<file path="src/rtl/pipe_add_sub.sv">
// Pipelined ripple-chunk adder/subtractor: each STAGE_W-bit slice of X + Yeff + sub
// is summed in its own pipeline stage, with the slice carry registered between stages.
module pipe_add_sub #(
    parameter int WIDTH   = 16,
    parameter int STAGE_W = 4
) (
    input  logic             clk,
    input  logic             rst_n,
    input  logic             in_valid,
    output logic             in_ready,
    input  logic             sub,
    input  logic [WIDTH-1:0] X,
    input  logic [WIDTH-1:0] Y,
    output logic             out_valid,
    input  logic             out_ready,
    output logic [WIDTH-1:0] S,
    output logic             Co,
    output logic             Ov
);
    localparam int STAGES = WIDTH / STAGE_W;
    localparam int LAST   = STAGES - 1;
    localparam int PW     = STAGES * WIDTH;

    logic [STAGES-1:0][WIDTH-1:0] x_q, x_d, y_q, y_d, sum_q, sum_d;
    logic [STAGES-1:0]            valid_q, valid_d, carry_q, carry_d;
    logic                         ov_q, ov_d;

    logic [STAGES-1:0][WIDTH-1:0] x_fwd, y_fwd, sum_fwd;
    logic [STAGES-1:0]            valid_fwd, carry_fwd;
    logic [WIDTH-1:0]             y_eff;
    logic [STAGE_W:0]             chunk;
    logic                         stall;

    assign stall    = valid_q[LAST] && !out_ready;
    assign in_ready = !stall;
    assign y_eff    = sub ? ~Y : Y;

    // Entry k is what stage k consumes: the ports for stage 0, otherwise stage k-1's registers.
    assign x_fwd     = (x_q << WIDTH) | PW'(X);
    assign y_fwd     = (y_q << WIDTH) | PW'(y_eff);
    assign sum_fwd   = sum_q << WIDTH;
    assign valid_fwd = (valid_q << 1) | STAGES'(in_valid);
    assign carry_fwd = (carry_q << 1) | STAGES'(sub);

    always_comb begin
        x_d     = x_q;
        y_d     = y_q;
        sum_d   = sum_q;
        carry_d = carry_q;
        ov_d    = ov_q;
        chunk   = '0;
        valid_d = stall ? valid_q : valid_fwd;
        for (int k = 0; k < STAGES; k++) begin
            chunk = {1'b0, STAGE_W'(x_fwd[k] >> (k * STAGE_W))}
                  + {1'b0, STAGE_W'(y_fwd[k] >> (k * STAGE_W))}
                  + (STAGE_W + 1)'(carry_fwd[k]);
            // Data registers only load behind a valid op, so outputs keep their last result.
            if (!stall && valid_fwd[k]) begin
                x_d[k]                          = x_fwd[k];
                y_d[k]                          = y_fwd[k];
                sum_d[k]                        = sum_fwd[k];
                sum_d[k][k * STAGE_W +: STAGE_W] = chunk[STAGE_W-1:0];
                carry_d[k]                      = chunk[STAGE_W];
            end
        end
        if (!stall && valid_fwd[LAST]) begin
            ov_d = (x_fwd[LAST][WIDTH-1] == y_fwd[LAST][WIDTH-1])
                && (sum_d[LAST][WIDTH-1] != x_fwd[LAST][WIDTH-1]);
        end
    end

    always_ff @(posedge clk or negedge rst_n) begin
        if (!rst_n) begin
            x_q     <= '0;
            y_q     <= '0;
            sum_q   <= '0;
            carry_q <= '0;
            valid_q <= '0;
            ov_q    <= 1'b0;
        end else begin
            x_q     <= x_d;
            y_q     <= y_d;
            sum_q   <= sum_d;
            carry_q <= carry_d;
            valid_q <= valid_d;
            ov_q    <= ov_d;
        end
    end

    assign out_valid = valid_q[LAST];
    assign S         = sum_q[LAST];
    assign Co        = carry_q[LAST];
    assign Ov        = ov_q;
endmodule

</file>
<file path="config.mk">
export PLATFORM = sky130hd
export DESIGN_NAME = pipe_add_sub
export DESIGN_NICKNAME = d
export VERILOG_FILES = /design/src/rtl/pipe_add_sub.sv
export SDC_FILE = /design/constraint.sdc
export NUM_CORES = 1
export LEC_CHECK = 0
export ABC_CLOCK_PERIOD_IN_PS = 1980
export CAP_MARGIN = 20
export CORE_MARGIN = 5
export CORE_UTILIZATION = 50
export DETAILED_ROUTE_END_ITERATION = 16
export GPL_TIMING_DRIVEN = 0
export PLACE_DENSITY = 0.74
export SETUP_SLACK_MARGIN = 0.05
export SLEW_MARGIN = 30
export SYNTH_ARGS = -nofsm -noshare
export SYNTH_HDL_FRONTEND = slang
export SYNTH_SLANG_ARGS = --single-unit
</file>
<file path="constraint.sdc">
create_clock -name clk -period 1.98 [get_ports clk]
set_clock_uncertainty 0.05 [all_clocks]
set_input_delay 0.396 -clock clk [delete_from_list [all_inputs] [get_ports clk]]
set_output_delay 0.396 -clock clk [all_outputs]
set_load 0.02 [all_outputs]
</file>
# Yosys cells after proc, flatten, opt, wreduce, memory -nomap -nowiden
# Cells that the tools add are included.
# totals
ff_bits,145
in_bits,37
# classes
reduce_logical,8
n_mux,2
n_addsub,8
bitwise_logic,5
n_eq_ne,2
# ops
op,count
$or A64 B16 Y64,2
$mux W16,2
$add A4 B4 Y5,4
$add A5 B1 Y5,4
$not A16 Y16,1
$or A4 B1 Y4,2
$logic_and A1 B1 Y1,6
$logic_not A1 Y1,2
$eq A1 B1 Y1,1
$ne A1 B1 Y1,1

# Depth between registers and ports, before layout
# logic_depth
depth_word,8
ltp_mapped,8
mapped_depth_nobuf,7

# Worst setup path before layout
# Ideal clock, no wire load.
# synth_path
path_type,input to register
from,input sub
to,register sum_q (netlist bit sum_fwd[19])
t_required_ns,1.809
path_stages,8
path_buffers,2
arrival_ns,1.759
slack_ns,0.050
setup_time_ns,0.121
path_cell_list,buf_6 -> buf_4 -> xor2_1 -> ha_1 -> a21o_1 -> a31oi_4 -> xor2_1 -> o21ai_1
# synth_between
elab_chain_len,4
elab_cells_between_ends,5
classes_between,add/sub (2); mux (1); bitwise (2)
# synth_rtl
element,line,rtl
"start, declared",11,"input logic sub,"
$mux W16,36,assign y_eff = sub ? ~Y : Y;
$or A64 B16 Y64,40,assign y_fwd = (y_q << WIDTH) | PW'(y_eff);
$add A4 B4 Y5,55,"+ {1'b0, STAGE_W'(y_fwd[k] >> (k * STAGE_W))}"
$add A5 B1 Y5 *,56,+ (STAGE_W + 1)'(carry_fwd[k]);
"end signal, assigned",83,sum_q <= sum_d;
"end, declared",24,"logic [STAGES-1:0][WIDTH-1:0] x_q, x_d, y_q, y_d, sum_q, sum_d;"
# Mark *: on every way between the ends. The rest lies on a longest branch, timed or not.
# A chain may end at the register's enable or synchronous reset.

# Worst setup path in the final report
# layout_path
from,input out_ready
to,output in_ready
# layout_between
elab_chain_len,3
# layout_rtl
element,line,rtl
"start, declared",15,"input logic out_ready,"
$logic_not A1 Y1,34,assign stall = valid_q[LAST] && !out_ready;
$logic_and A1 B1 Y1,34,
$logic_not A1 Y1,35,assign in_ready = !stall;
"end, declared",10,"output logic in_ready,"
# Every way passes these cells.

==> impl_metrics.json <==
{
  "hold_end": "y_q[4]",
  "grt_use_total_pct": 15.6,
  "clkLatencyLatePin_ps": 360,
  "avgRoutedWirePerCell_um": 14.6,
  "gp_congestion": 0.759,
  "fin_crit_ps": 1870,
  "ys_seq_area_share_pct": 56.8,
  "numCtsBuffers": 9,
  "p_int_mw": 5.32,
  "hold_start": "sub",
  "netlist_top_cells_area": "dfrtp_1 (57%), mux2_2 (16%), ha_1 (3.5%)",
  "diodes": 0,
  "crit_arrival_ps": 1420,
  "final.setup.tns_ps": 0,
  "switching_share_pct": 33.4,
  "cts_sinks": 97,
  "synth_area_leader_cell": "dfrtp_1",
  "syn_nets": 374,
  "maxCapViolCount": 0,
  "area_growth_pct": 22.3,
  "p_leak_nw": 2.37,
  "outcome": "finished, final reports clean",
  "yosysWarnings": 0,
  "synth_seq_cells": 97,
  "fin_util_pct": 63.3,
  "clk_path_buf_depth": 2,
  "drive_gt1_share_pct": 26.0,
  "wl_um": 7230,
  "grt_pass1_vias": 2625,
  "p_per_area_nw_per_um2": 1530,
  "p_comb_share_pct": 40.1,
  "grt_max_degree": 65,
  "synth_top_area_share_pct": 56.8,
  "grt_overflow": 0,
  "drtIter0Drc": 47,
  "ys_types": 26,
  "ir_worst_vdd_uv": 539,
  "fin_crit_sh_pct": 94.2,
  "dieArea_um2": 10500,
  "fillers": 656,
  "p_seq_share_pct": 42.2,
  "fp-row-count": 33,
  "htreeDepth": 3,
  "hpwl_um": 5630,
  "port_buffers": 55,
  "max_freq_ghz": 0.536,
  "slew_violations": 0,
  "drt-vias-per-instance": 4.96,
  "grt_first_pass_wirelength_um": 12500,
  "final_cell_mix": "dfrtp_1 (97), mux2_2 (62), clkdlybuf4s50_1 (53), nand2_1 (35), o21ai_0 (26)",
  "synth.avg_cell_area_um2": 13.4,
  "hold_class": "in -> reg",
  "path_cells": "clkdlybuf4s50_1 > nor2b_4 > inv_4 > dlygate4sd2_1",
  "crit_path_end_kind": "primary output",
  "r2r_cells": 7,
  "cts-root-buf": "clkbuf_8",
  "drtAntennaViolNets": 0,
  "r2r_end": "carry_q[1]",
  "crit_path_top_delay_cell": "clkdlybuf4s50_1",
  "whs_path_depth": 3,
  "grt_setup_unrepaired": "false",
  "synthesis.area_um2": 4270,
  "firstDrtPassIters": 4,
  "num_vias": 2467,
  "worst-path-max-fanout": 6,
  "clk_pin_slew_ps": 100,
  "setup_viol_count_final": 0,
  "power.switching_mw": 2.66,
  "crit_required_ps": 1530,
  "synthCells": 318,
  "critPathLaunchType": "primary input",
  "slew_headroom_pct": 78.5,
  "slowest_delay_ps": 510,
  "initial_core_util_pct": 51.7,
  "nets": 443,
  "drc": 0,
  "final_common_cell": "dfrtp_1",
  "ff2ff_setup_slack_ps": 200,
  "final-hold-violation-count": 0,
  "antenna_found_initial": 0,
  "timing.hold.ws_ps": 316,
  "clock_power_share_pct": 17.7,
  "io_pins": 57,
  "critical_path_class": "in -> out",
  "core_region_area_um2": 8260,
  "tightest_slew_ps": 323,
  "die_w_um": 102,
  "cts_tree": "yes",
  "die_y_um": 102,
  "r2r-start": "x_q[4]"
}
-- metal layers --
metal,wire length [µm],GRT usage (%),vias up
met5,0,0,-
met4,117,6.36,0
met3,303,3.14,7
met2,3550,25.2,51
met1,3260,20.7,1191
li1,-,-,1218
-- layout make-up --
| class | instances | area [µm²] | share of cell area [%] |
|---|---|---|---|
| flip-flops and latches | 97 | 2430 | 46.4 |
| multi-input cells | 195 | 1700 | 32.4 |
| repair buffers | 58 | 596 | 11.4 |
| well taps | 105 | 131 | 2.51 |
| clock buffers | 9 | 124 | 2.37 |
| clock inverters | 7 | 101 | 1.94 |
| plain buffers | 13 | 100 | 1.92 |
| inverters | 13 | 51.3 | 0.982 |
-- power groups by stage --
| stage | registers (mW) | clock network (mW) | logic [mW] |
|---|---|---|---|
| 2_1_floorplan | 3.48 | 0 | 2.07 |
| 3_3_place_gp | 3.37 | 0 | 3.10 |
| 3_5_place_dp | 3.43 | 0 | 3.25 |
| 4_1_cts | 3.38 | 1.45 | 3.26 |
| 5_1_grt | 3.49 | 1.54 | 3.57 |
| 6_report | 3.37 | 1.41 | 3.20 |
-- cells in the mapped netlist --
| library cell | n |
|---|---|
| nor2_1 | 1 |
| nand2_2 | 1 |
| a31oi_4 | 1 |
| nand2_1 | 35 |
| clkbuf_2 | 1 |
| dfrtp_1 | 97 |
| buf_4 | 4 |
| mux2_4 | 1 |
| nand2b_1 | 1 |
| nor2b_4 | 1 |
| ha_1 | 12 |
| inv_1 | 12 |
| o21ai_0 | 26 |
| a21oi_1 | 8 |
| mux2_1 | 2 |
| buf_6 | 4 |
| buf_2 | 4 |
| a21o_1 | 8 |
| nand2_4 | 2 |
| fa_1 | 7 |
| inv_4 | 1 |
| xnor2_1 | 13 |
| mux2_2 | 62 |
| o31ai_1 | 1 |
| xor2_1 | 12 |
| o21ai_1 | 1 |
-- critical path, delay by kind of cell --
family / cells / cell delay, ps
simple gates: 1 / 60
buf+inv: 3 / 950
-- logic make-up after synthesis --
family	Yosys count	synth area share, %
AOI/OAI and AO/OA	45	6.18
DFF	97	56.8
buffers and inverters	26	3.54
adders and majority gates	19	6.80
xor gates and xnor gates	25	5.13
muxes	65	17.2
and+or+nand+nor	41	4.31
-- worst max-delay path by stage --
stage / startpoint / to / slack, ps / cells past startpoint
6_report: out_ready / in_ready / 110 / 4
4_1_cts: out_ready / in_ready / 60 / 4
3_3_place_gp: rst_n / S[6] / -2940 / 1
2_1_floorplan: sub / sum_fwd[19] / 50 / 8
3_5_place_dp: Y[0] / carry_q[0] / -270 / 6
5_1_grt: out_ready / in_ready / 80 / 4
-- through the flow --
stage	worst slack (ps)	power [mW]	instance area, µm²	std cells
floorplan	50.1	5.54	4270	318
global placement	-2940	6.47	4950	478
detailed placement	-270	6.68	4980	479
CTS	60.6	8.09	5220	496
global route	83.4	8.60	5230	497
finish	115	7.98	5230	497
-- registers in the layout, summed over array words and instances (netlist names) --
name,cells
sum_fwd,24
x_q,24
y_q,24
S,16
carry_q,4
valid_q,4
Ov,1
-- timing repair --
action,CTS,global route
hold endpoints to repair,33,0
setup buffers,0,1
hold buffers,1,0
gates resized for setup,1,1
endpoints found under the setup margin,1,2
No activity file was read; power rests on OpenSTA's default activity.
